[config.mk]
export PLATFORM = sky130hd
export DESIGN_NAME = adder_rr_scheduler
export DESIGN_NICKNAME = d
export VERILOG_FILES = /design/src/rtl/adder_rr_pkg.sv /design/src/rtl/adder_rr_scheduler_fa.sv /design/src/rtl/adder_rr_scheduler.sv
export SDC_FILE = /design/constraint.sdc
export NUM_CORES = 1
export LEC_CHECK = 0
export ABC_AREA = 1
export BUFFER_PORTS_ARGS = -buffer_cell sky130_fd_sc_hd__buf_2
export CAP_MARGIN = 30
export CORE_MARGIN = 8
export CORE_UTILIZATION = 40
export CTS_BUF_LIST = sky130_fd_sc_hd__clkbuf_8
export DETAILED_ROUTE_END_ITERATION = 8
export GPL_TIMING_DRIVEN = 0
export SKIP_LAST_GASP = 1
export SLEW_MARGIN = 20
export SYNTH_ARGS = -nofsm -noshare
export SYNTH_HDL_FRONTEND = slang
export SYNTH_SLANG_ARGS = --single-unit
[constraint.sdc]
create_clock -name clk -period 2.8 [get_ports clk]
set_input_delay 0.14 -clock clk [delete_from_list [all_inputs] [get_ports clk]]
set_output_delay 0.14 -clock clk [all_outputs]
set_load 0.05 [all_outputs]
[src/rtl/adder_rr_pkg.sv]
`default_nettype none
// ============================================================================
//  Module      : adder_rr_pkg
//  Description : Shared types, constants and the round-robin pick helper for
//                the adder round-robin scheduler.
//                Contents:
//                  OP_W            - operand width of the shared adder
//                  DEFAULT_NUM_REQ - default requester count
//                  MAX_REQ/PICK_W  - widest supported requester vector / index
//                  state_t         - scheduler FSM state encoding
//                  pick_t          - rr_pick result (found flag + index)
//                  rr_pick()       - first set request bit at/after a pointer
//  Revision    : 1.0 - initial release
// ============================================================================
package adder_rr_pkg;

    localparam int OP_W            = 2;
    localparam int DEFAULT_NUM_REQ = 4;
    localparam int MAX_REQ         = 8;
    localparam int PICK_W          = 3;

    typedef enum logic [1:0] {
        IDLE = 2'd0,
        EXEC = 2'd1,
        RESP = 2'd2
    } state_t;

    typedef struct packed {
        logic              found;
        logic [PICK_W-1:0] idx;
    } pick_t;

    // Searches req starting at ptr and wrapping modulo n. Only the low n bits
    // of req are considered; callers zero-extend narrower vectors.
    function automatic pick_t rr_pick(input logic [MAX_REQ-1:0] req,
                                      input logic [PICK_W-1:0]  ptr,
                                      input int unsigned        n);
        pick_t       p;
        int unsigned k;
        p = '0;
        for (int unsigned i = 0; i < MAX_REQ; i++) begin
            if (!p.found && (i < n)) begin
                k = (32'(ptr) + i) % n;
                if (req[k[PICK_W-1:0]]) begin
                    p.found = 1'b1;
                    p.idx   = k[PICK_W-1:0];
                end
            end
        end
        return p;
    endfunction

endpackage
`default_nettype wire

[src/rtl/adder_rr_scheduler_fa.sv]
`default_nettype none
// ============================================================================
//  Module      : Full_Adder_2Bit
//  Description : Two-bit ripple-carry full adder, purely combinational.
//                Ports:
//                  A, B  in  [1:0]  operands
//                  C_in  in         carry-in
//                  S     out [1:0]  sum bits
//                  C_out out        carry-out
//  Revision    : 1.0 - initial release
// ============================================================================
module Full_Adder_2Bit (
    input  logic [1:0] A,
    input  logic [1:0] B,
    input  logic       C_in,
    output logic [1:0] S,
    output logic       C_out
);

    logic w_c0;

    always_comb begin
        S[0]  = A[0] ^ B[0] ^ C_in;
        w_c0  = (A[0] & B[0]) | (A[0] & C_in) | (B[0] & C_in);
        S[1]  = A[1] ^ B[1] ^ w_c0;
        C_out = (A[1] & B[1]) | (A[1] & w_c0) | (B[1] & w_c0);
    end

endmodule
`default_nettype wire

[src/rtl/adder_rr_scheduler.sv]
`default_nettype none
// ============================================================================
//  Module      : adder_rr_scheduler
//  Description : Shares one 2-bit full adder among NUM_REQ requesters with
//                round-robin arbitration; returns tagged results through a
//                valid/ready response port.
//                Ports:
//                  clk, rst             clock, synchronous active-high reset
//                  req     [N-1:0]      pending-request vector
//                  op_a    [2N-1:0]     packed operand A (req i: [2i+1:2i])
//                  op_b    [2N-1:0]     packed operand B
//                  op_cin  [N-1:0]      carry-in per requester
//                  gnt     [N-1:0]      one-hot grant, one cycle per accept
//                  res_valid/res_ready  response handshake
//                  res_id  [ID_W-1:0]   owner of the result
//                  res_sum [1:0], res_cout  registered adder result
//  Revision    : 1.0 - initial release
// ============================================================================
module adder_rr_scheduler
    import adder_rr_pkg::*;
#(
    parameter  int NUM_REQ = DEFAULT_NUM_REQ,
    localparam int ID_W    = $clog2(NUM_REQ)
) (
    input  logic                      clk,
    input  logic                      rst,
    input  logic [NUM_REQ-1:0]        req,
    input  logic [NUM_REQ*OP_W-1:0]   op_a,
    input  logic [NUM_REQ*OP_W-1:0]   op_b,
    input  logic [NUM_REQ-1:0]        op_cin,
    output logic [NUM_REQ-1:0]        gnt,
    output logic                      res_valid,
    input  logic                      res_ready,
    output logic [ID_W-1:0]           res_id,
    output logic [OP_W-1:0]           res_sum,
    output logic                      res_cout
);

    localparam logic [ID_W-1:0] LAST_ID = ID_W'(NUM_REQ - 1);

    // ------------------------------------------------------------------
    // State
    // ------------------------------------------------------------------
    state_t               state_q,     state_d;
    logic [ID_W-1:0]      rr_ptr_q,    rr_ptr_d;
    logic [OP_W-1:0]      a_q,         a_d;
    logic [OP_W-1:0]      b_q,         b_d;
    logic                 cin_q,       cin_d;
    logic [ID_W-1:0]      win_id_q,    win_id_d;
    logic [NUM_REQ-1:0]   gnt_q,       gnt_d;
    logic                 res_valid_q, res_valid_d;
    logic [ID_W-1:0]      res_id_q,    res_id_d;
    logic [OP_W-1:0]      res_sum_q,   res_sum_d;
    logic                 res_cout_q,  res_cout_d;

    // ------------------------------------------------------------------
    // Arbitration and operand selection
    // ------------------------------------------------------------------
    logic [MAX_REQ-1:0]   w_req_ext;
    logic [PICK_W-1:0]    w_ptr_ext;
    pick_t                w_pick;
    logic [OP_W-1:0]      w_sel_a;
    logic [OP_W-1:0]      w_sel_b;
    logic                 w_sel_cin;
    logic [ID_W-1:0]      w_win_id;
    logic [NUM_REQ-1:0]   w_win_onehot;

    always_comb begin
        w_req_ext                  = '0;
        w_req_ext[NUM_REQ-1:0]     = req;
        w_ptr_ext                  = '0;
        w_ptr_ext[ID_W-1:0]        = rr_ptr_q;
        w_pick                     = rr_pick(w_req_ext, w_ptr_ext, NUM_REQ);
    end

    // Decode the winning index into a mux select; doing it by comparison keeps
    // the full-width pick index in use regardless of NUM_REQ.
    always_comb begin
        w_sel_a      = '0;
        w_sel_b      = '0;
        w_sel_cin    = 1'b0;
        w_win_id     = '0;
        w_win_onehot = '0;
        for (int i = 0; i < NUM_REQ; i++) begin
            if (w_pick.idx == PICK_W'(i)) begin
                w_sel_a         = op_a[i*OP_W +: OP_W];
                w_sel_b         = op_b[i*OP_W +: OP_W];
                w_sel_cin       = op_cin[i];
                w_win_id        = ID_W'(i);
                w_win_onehot[i] = 1'b1;
            end
        end
    end

    // ------------------------------------------------------------------
    // Shared adder, driven only from the operand latches
    // ------------------------------------------------------------------
    logic [OP_W-1:0] w_add_s;
    logic            w_add_cout;

    Full_Adder_2Bit u_adder (
        .A     (a_q),
        .B     (b_q),
        .C_in  (cin_q),
        .S     (w_add_s),
        .C_out (w_add_cout)
    );

    // ------------------------------------------------------------------
    // Next-state / output logic
    // ------------------------------------------------------------------
    always_comb begin
        state_d     = state_q;
        rr_ptr_d    = rr_ptr_q;
        a_d         = a_q;
        b_d         = b_q;
        cin_d       = cin_q;
        win_id_d    = win_id_q;
        gnt_d       = gnt_q;
        res_valid_d = res_valid_q;
        res_id_d    = res_id_q;
        res_sum_d   = res_sum_q;
        res_cout_d  = res_cout_q;

        case (state_q)
            IDLE: begin
                if (w_pick.found) begin
                    a_d      = w_sel_a;
                    b_d      = w_sel_b;
                    cin_d    = w_sel_cin;
                    win_id_d = w_win_id;
                    gnt_d    = w_win_onehot;
                    rr_ptr_d = (w_win_id == LAST_ID) ? '0 : w_win_id + ID_W'(1);
                    state_d  = EXEC;
                end
            end
            EXEC: begin
                gnt_d       = '0;
                res_sum_d   = w_add_s;
                res_cout_d  = w_add_cout;
                res_id_d    = win_id_q;
                res_valid_d = 1'b1;
                state_d     = RESP;
            end
            RESP: begin
                // Requests seen here are left pending; they are sampled in
                // the IDLE cycle that follows acceptance.
                if (res_ready) begin
                    res_valid_d = 1'b0;
                    state_d     = IDLE;
                end
            end
            default: begin
                gnt_d       = '0;
                res_valid_d = 1'b0;
                state_d     = IDLE;
            end
        endcase
    end

    // ------------------------------------------------------------------
    // Registers
    // ------------------------------------------------------------------
    always_ff @(posedge clk) begin
        if (rst) begin
            state_q     <= IDLE;
            rr_ptr_q    <= '0;
            a_q         <= '0;
            b_q         <= '0;
            cin_q       <= 1'b0;
            win_id_q    <= '0;
            gnt_q       <= '0;
            res_valid_q <= 1'b0;
            res_id_q    <= '0;
            res_sum_q   <= '0;
            res_cout_q  <= 1'b0;
        end else begin
            state_q     <= state_d;
            rr_ptr_q    <= rr_ptr_d;
            a_q         <= a_d;
            b_q         <= b_d;
            cin_q       <= cin_d;
            win_id_q    <= win_id_d;
            gnt_q       <= gnt_d;
            res_valid_q <= res_valid_d;
            res_id_q    <= res_id_d;
            res_sum_q   <= res_sum_d;
            res_cout_q  <= res_cout_d;
        end
    end

    assign gnt       = gnt_q;
    assign res_valid = res_valid_q;
    assign res_id    = res_id_q;
    assign res_sum   = res_sum_q;
    assign res_cout  = res_cout_q;

endmodule
`default_nettype wire
**Yosys cells after proc, flatten, opt, wreduce, memory -nomap -nowiden**

Index checks and enable logic that the tools add are counted.

- Bits of input ports: 27
- Output and inout bits: 10
- Flip-flop bits (word level): 21

- Mux-type cells: 42
- Bitwise operators: 16
- $add $sub $neg: 4
- Order comparisons: 4
- Equality and inequality tests: 8
- Reduce and logical (&&, ||, !) cells: 6

Operators with widths:

| operator | number |
|---|---|
| $mux 4 | 8 |
| $mux 2 | 13 |
| $lt 2x4->1 const B | 4 |
| $mux 1 | 14 |
| $bmux 1 s2 | 4 |
| $pmux 4 s2 | 1 |
| $reduce_and 2->1 | 4 |
| $and 1x1->1 | 6 |
| $eq 3x2->1 const B | 2 |
| $pmux 2 s3 | 1 |
| $add 2x1->2 const B | 2 |
| $add 2x2->2 const B | 2 |
| $eq 2x2->1 const B | 2 |
| $ne 2x2->1 const B | 2 |
| $or 1x1->1 | 4 |
| $xor 1x1->1 | 4 |
| $eq 3x1->1 const B | 1 |
| $logic_not 3->1 | 1 |
| $pmux 1 s3 | 1 |
| $eq 2x1->1 const B | 1 |
| $logic_not 2->1 | 1 |
| $not 1->1 | 2 |

**Longest topological paths before layout**

- Depth in word-level cells: 15
- Depth in mapped cells: 22

**Hierarchy**

A second synthesis with hierarchy kept.

- Cells, all modules: 203
- Area, all modules: 1,341.3 µm²

By module, submodules not included:

| module | cells each | area each (µm²) | times used |
|---|---|---|---|
| adder_rr_scheduler | 193 | 1,271.2 | 1 |
| Full_Adder_2Bit | 10 | 70.1 | 1 |

**Worst setup path after synthesis**

OpenSTA, ideal clock, no wires.

- Path type: register to register
- From: register rr_ptr_q[0]
- To: register a_q[1]
- Period minus slack after synthesis: 2.224 ns
- Data arrival time: 2.160 ns
- Buffers on the path: 2
- Library setup time: 0.064 ns
- Path slack: 0.576 ns
- Cell stages (with the launch flop): 21
- Cells stage by stage: dfxtp_1 -> buf_6 -> inv_8 -> nand2_1 -> nand3_1 -> nand2_2 -> nor2_4 -> nand3_4 -> nand2_1 -> nand2_1 -> ha_1 -> clkbuf_1 -> nor2_1 -> nand2_1 -> nand2_1 -> o21ai_0 -> nand2_1 -> o21ai_0 -> nand2_1 -> nand2_1 -> nor2_1

- Cells in the longest elaborated chain, start to end: 14
- Elaborated cells between the ends (all ways): 27

RTL lines:

| element | line | source |
|---|---|---|
| start, declared | adder_rr_scheduler.sv:45 | `logic [ID_W-1:0] rr_ptr_q, rr_ptr_d;` |
| start signal, assigned | adder_rr_scheduler.sv:179 | `rr_ptr_q <= rr_ptr_d;` |
| $add 2x1->2 or $bmux 1 s2 (tied branches) | adder_rr_pkg.sv:43, adder_rr_pkg.sv:44 |  |
| $bmux 1 s2 or $mux 1 (tied branches) | adder_rr_pkg.sv:44 | `if (req[k[PICK_W-1:0]]) begin` |
| $mux 1 (not written as such) or $mux 4 (tied branches) | adder_rr_pkg.sv:44 |  |
| $mux 4 | adder_rr_pkg.sv:44 |  |
| $mux 4 | adder_rr_pkg.sv:42 | `if (!p.found && (i < n)) begin` |
| $mux 4 | adder_rr_pkg.sv:44 |  |
| $mux 4 | adder_rr_pkg.sv:42 |  |
| $mux 4 | adder_rr_pkg.sv:44 |  |
| $mux 4 (*) | adder_rr_pkg.sv:42 |  |
| $logic_not 3->1 | adder_rr_scheduler.sv:85 | `if (w_pick.idx == PICK_W'(i)) begin` |
| $mux 2 (4 in a row) | adder_rr_scheduler.sv:85 |  |
| end signal, assigned | adder_rr_scheduler.sv:168 | `a_q <= '0;` |
| end signal, assigned | adder_rr_scheduler.sv:180 | `a_q <= a_d;` |
| end, declared | adder_rr_scheduler.sv:46 | `logic [OP_W-1:0] a_q, a_d;` |

Every way passes the cells marked *; elsewhere a longest branch is shown, timed or not. The select of a mux whose other input is x is not followed.
A chain may end at the register's enable or synchronous reset.

**Worst setup path after layout**

- From: register rr_ptr_q[1]
- To: register a_q[0]

Same word-level chain as after synthesis.

==> flow_summary.yaml <==
final_layout:
  areaGrowthSynthToFinish_pct: 20.9
  layout.nets: 269
  diodes: 0
  final_common_cell: "nand2_1"
  layout_common_cells: "nand2_1, buf_2, inv_1, nor2_1, dfxtp_1"
  layout-drive-gt1-share_pct: 24.3
place:
  hpwl_um: 2310
  port-buffer-count: 35
  place.gp.congestion: 0.761
flow_run:
  cap_violations: 0
logic_synthesis:
  synthAdderAreaFrac_pct: 6.93
  synth_cell_types: 22
  synth_warnings: 0
  synth_cells: 197
  synthSimpleGateAreaFrac_pct: 34.7
  synth_top_family_by_area: "simple AND/OR/NAND/NOR gates"
  synth_xor_area_share_pct: 0
  seq_area_frac_synth_pct: 32.3
  avgSynthCellArea_um2: 6.60
  syn_area_um2: 1300
  synthesis.nets: 230
  synth-compound-area-share_pct: 14.1
  synth-seq-cells: 21
  muxShareOfSynthArea_pct: 0
clocking:
  cts.clk_slew.worst_paths_ns: 0.08
  insertion_delay_ns: 0.26
  cts-root-buf: "clkbuf_8"
  cts_tree: "yes"
  clock_path_buffers: 2
  clock-sinks: 21
  htree_levels: 1
  numCtsBuffers: 3
  cts_hold_buffers: 0
worst_setup_path:
  crit_path_max_fanout: 8
  startpoint_type: "flip-flop"
  arrival_ns: 2.67
  path_class: "flip-flop to flip-flop"
  endpoint_kind: "flip-flop"
  critPathRequiredTime_ns: 3.01
sta:
  rsz0062_at_grt: "false"
  hold_viol: 0
  slew_violations: 0
  skew_ns: 0.00224
  maxSlewHeadroom_pct: 65.1
  worst_pin_slew_ns: 0.521
  fin_crit_ns: 2.46
  finalSetupViolCount: 0
  fin_setup_tns_ns: 0
  finalCritPeriodShare_pct: 87.8
  timing.hold.ws_ns: 0.173
  fmax_mhz: 407
floorplan:
  top_level_ports: 37
  fp.dieW_um: 73.0
  dieArea_um2: 5330
  coreArea_um2: 3080
  die_h_um: 73.0
  start_util_pct: 42.2
  rows: 20
global_route:
  antenna_found_initial: 0
  overflow: 0
  grt_pass1_wl_um: 5090
  grtUsageTotal_pct: 11.8
  grt_max_degree: 13
  first_global_vias: 1203
detailed_routing:
  antenna_left: 0
  drc: 0
  avgViaCountPerCell: 4.48
  routed_wl_um: 2860
  num_vias: 1249
  dr.pass1.iters: 4
  drt_iter0_markers: 57
  wire_per_inst_um: 10.2
power_and_ir_drop:
  peakVddDrop_mv: 0.570
  power_density_nw_per_um2: 1410
  leakagePower_nw: 0.825
status:
  status: "finished clean"
worst_hold_path:
  hp-class: "input pin to flip-flop"
==> area by class of cell <==
| cell class | count | area, µm² |
|---|---|---|
| fill | 342 | 1510 |
| multi-input combinational | 145 | 728 |
| sequential | 21 | 420 |
| timing repair buffer | 35 | 175 |
| inverter | 25 | 104 |
| tap | 44 | 55.1 |
| buffer | 5 | 42.5 |
| clock buffer | 3 | 41.3 |
| clock inverter | 1 | 5.00 |
==> per-layer routing <==
layer  track usage [%]  vias to the layer above  share of wire, %
met5                 0                        -                 0
met4              6.00                        0               1.9
li1                  -                      697                 -
met1              15.1                      513                53
met3              3.30                        5               6.4
met2              17.5                       34                38
==> worst paths after layout <==
path	start	end	slack (ns)	cells after the start
worst max-delay path	rr_ptr_q[1]	a_q[0]	0.34	19
worst min-delay path	res_ready	state_q[1]	0.17	3
worst max register to register	rr_ptr_q[1]	a_q[0]	0.34	19
worst min register to register	win_id_q[1]	win_id_q[1]	0.47	2
==> worst max-delay path: stages (launching register included) <==
cell and delay, ns:
dfxtp_1 0.44, inv_2 0.08, nand2_1 0.06, nand2_1 0.07, nand2_2 0.08, nand2_2 0.07
nor2_4 0.12, nand3_4 0.12, nand2_1 0.09, nand2_1 0.11, ha_1 0.35, nor2_2 0.24
nand2_1 0.07, nand2_1 0.07, o21ai_0 0.08, nand2_1 0.06, o21ai_0 0.08, nand2_1 0.08
nand2_1 0.04, nor2_1 0.08
==> flip-flops by register name (all words and copies together), names as in the netlist <==
signal	cells
cin_q	1
rr_ptr_q	2
res_valid	1
res_sum	2
win_id_q	2
res_cout	1
res_id	2
b_q	2
state_q	2
gnt	4
a_q	2
==> power by group <==
group | switching [mW] | total [mW] | internal (mW)
Clock | 0.104 | 0.203 | 0.0993
Combinational | 1.04 | 1.56 | 0.520
Sequential | 0.0537 | 0.464 | 0.410
==> synth_stat cells (all sizes together) <==
library cell   n  area [µm²]
a21oi         16        80.1
buf            3        33.8
clkbuf         2        7.51
dfxtp         21         420
dlygate4sd1    1        8.76
fa             2        40.0
ha             4        50.1
inv           25         104
nand2         64         263
nand3         15        87.6
nand3b         1        7.51
nor2          23        93.8
o211ai         1        7.51
o21ai         18        90.1
o22ai          1        6.26
==> timing repair <==
action | in CTS | in global routing
buffers inserted | 0 | 0
resized for setup | 0 | 2
setup endpoints to repair | 0 | 5
==> kinds of logic after synthesis <==
group	Yosys count
AO/OA/AOI/OAI	36
adder cells (fa/ha/maj)	6
buffers and inverters	31
flip-flops	21
AND/OR/NAND/NOR	103
==> stage by stage <==
stage / area [µm²] / util [%] / power, mW / setup slack (ns) / std cells
global route: 1570 / 51.1 / 2.50 / 0.0158 / 279
detailed placement: 1530 / 49.7 / 2.03 / 0.182 / 276
global placement: 1530 / 49.7 / 2.03 / 0.183 / 276
CTS: 1580 / 51.2 / 2.24 / 0.160 / 280
finish: 1570 / 51.1 / 2.22 / 0.341 / 279
floorplan: 1300 / - / 1.73 / 0.576 / 197
Power figures use the tool's default switching activity.
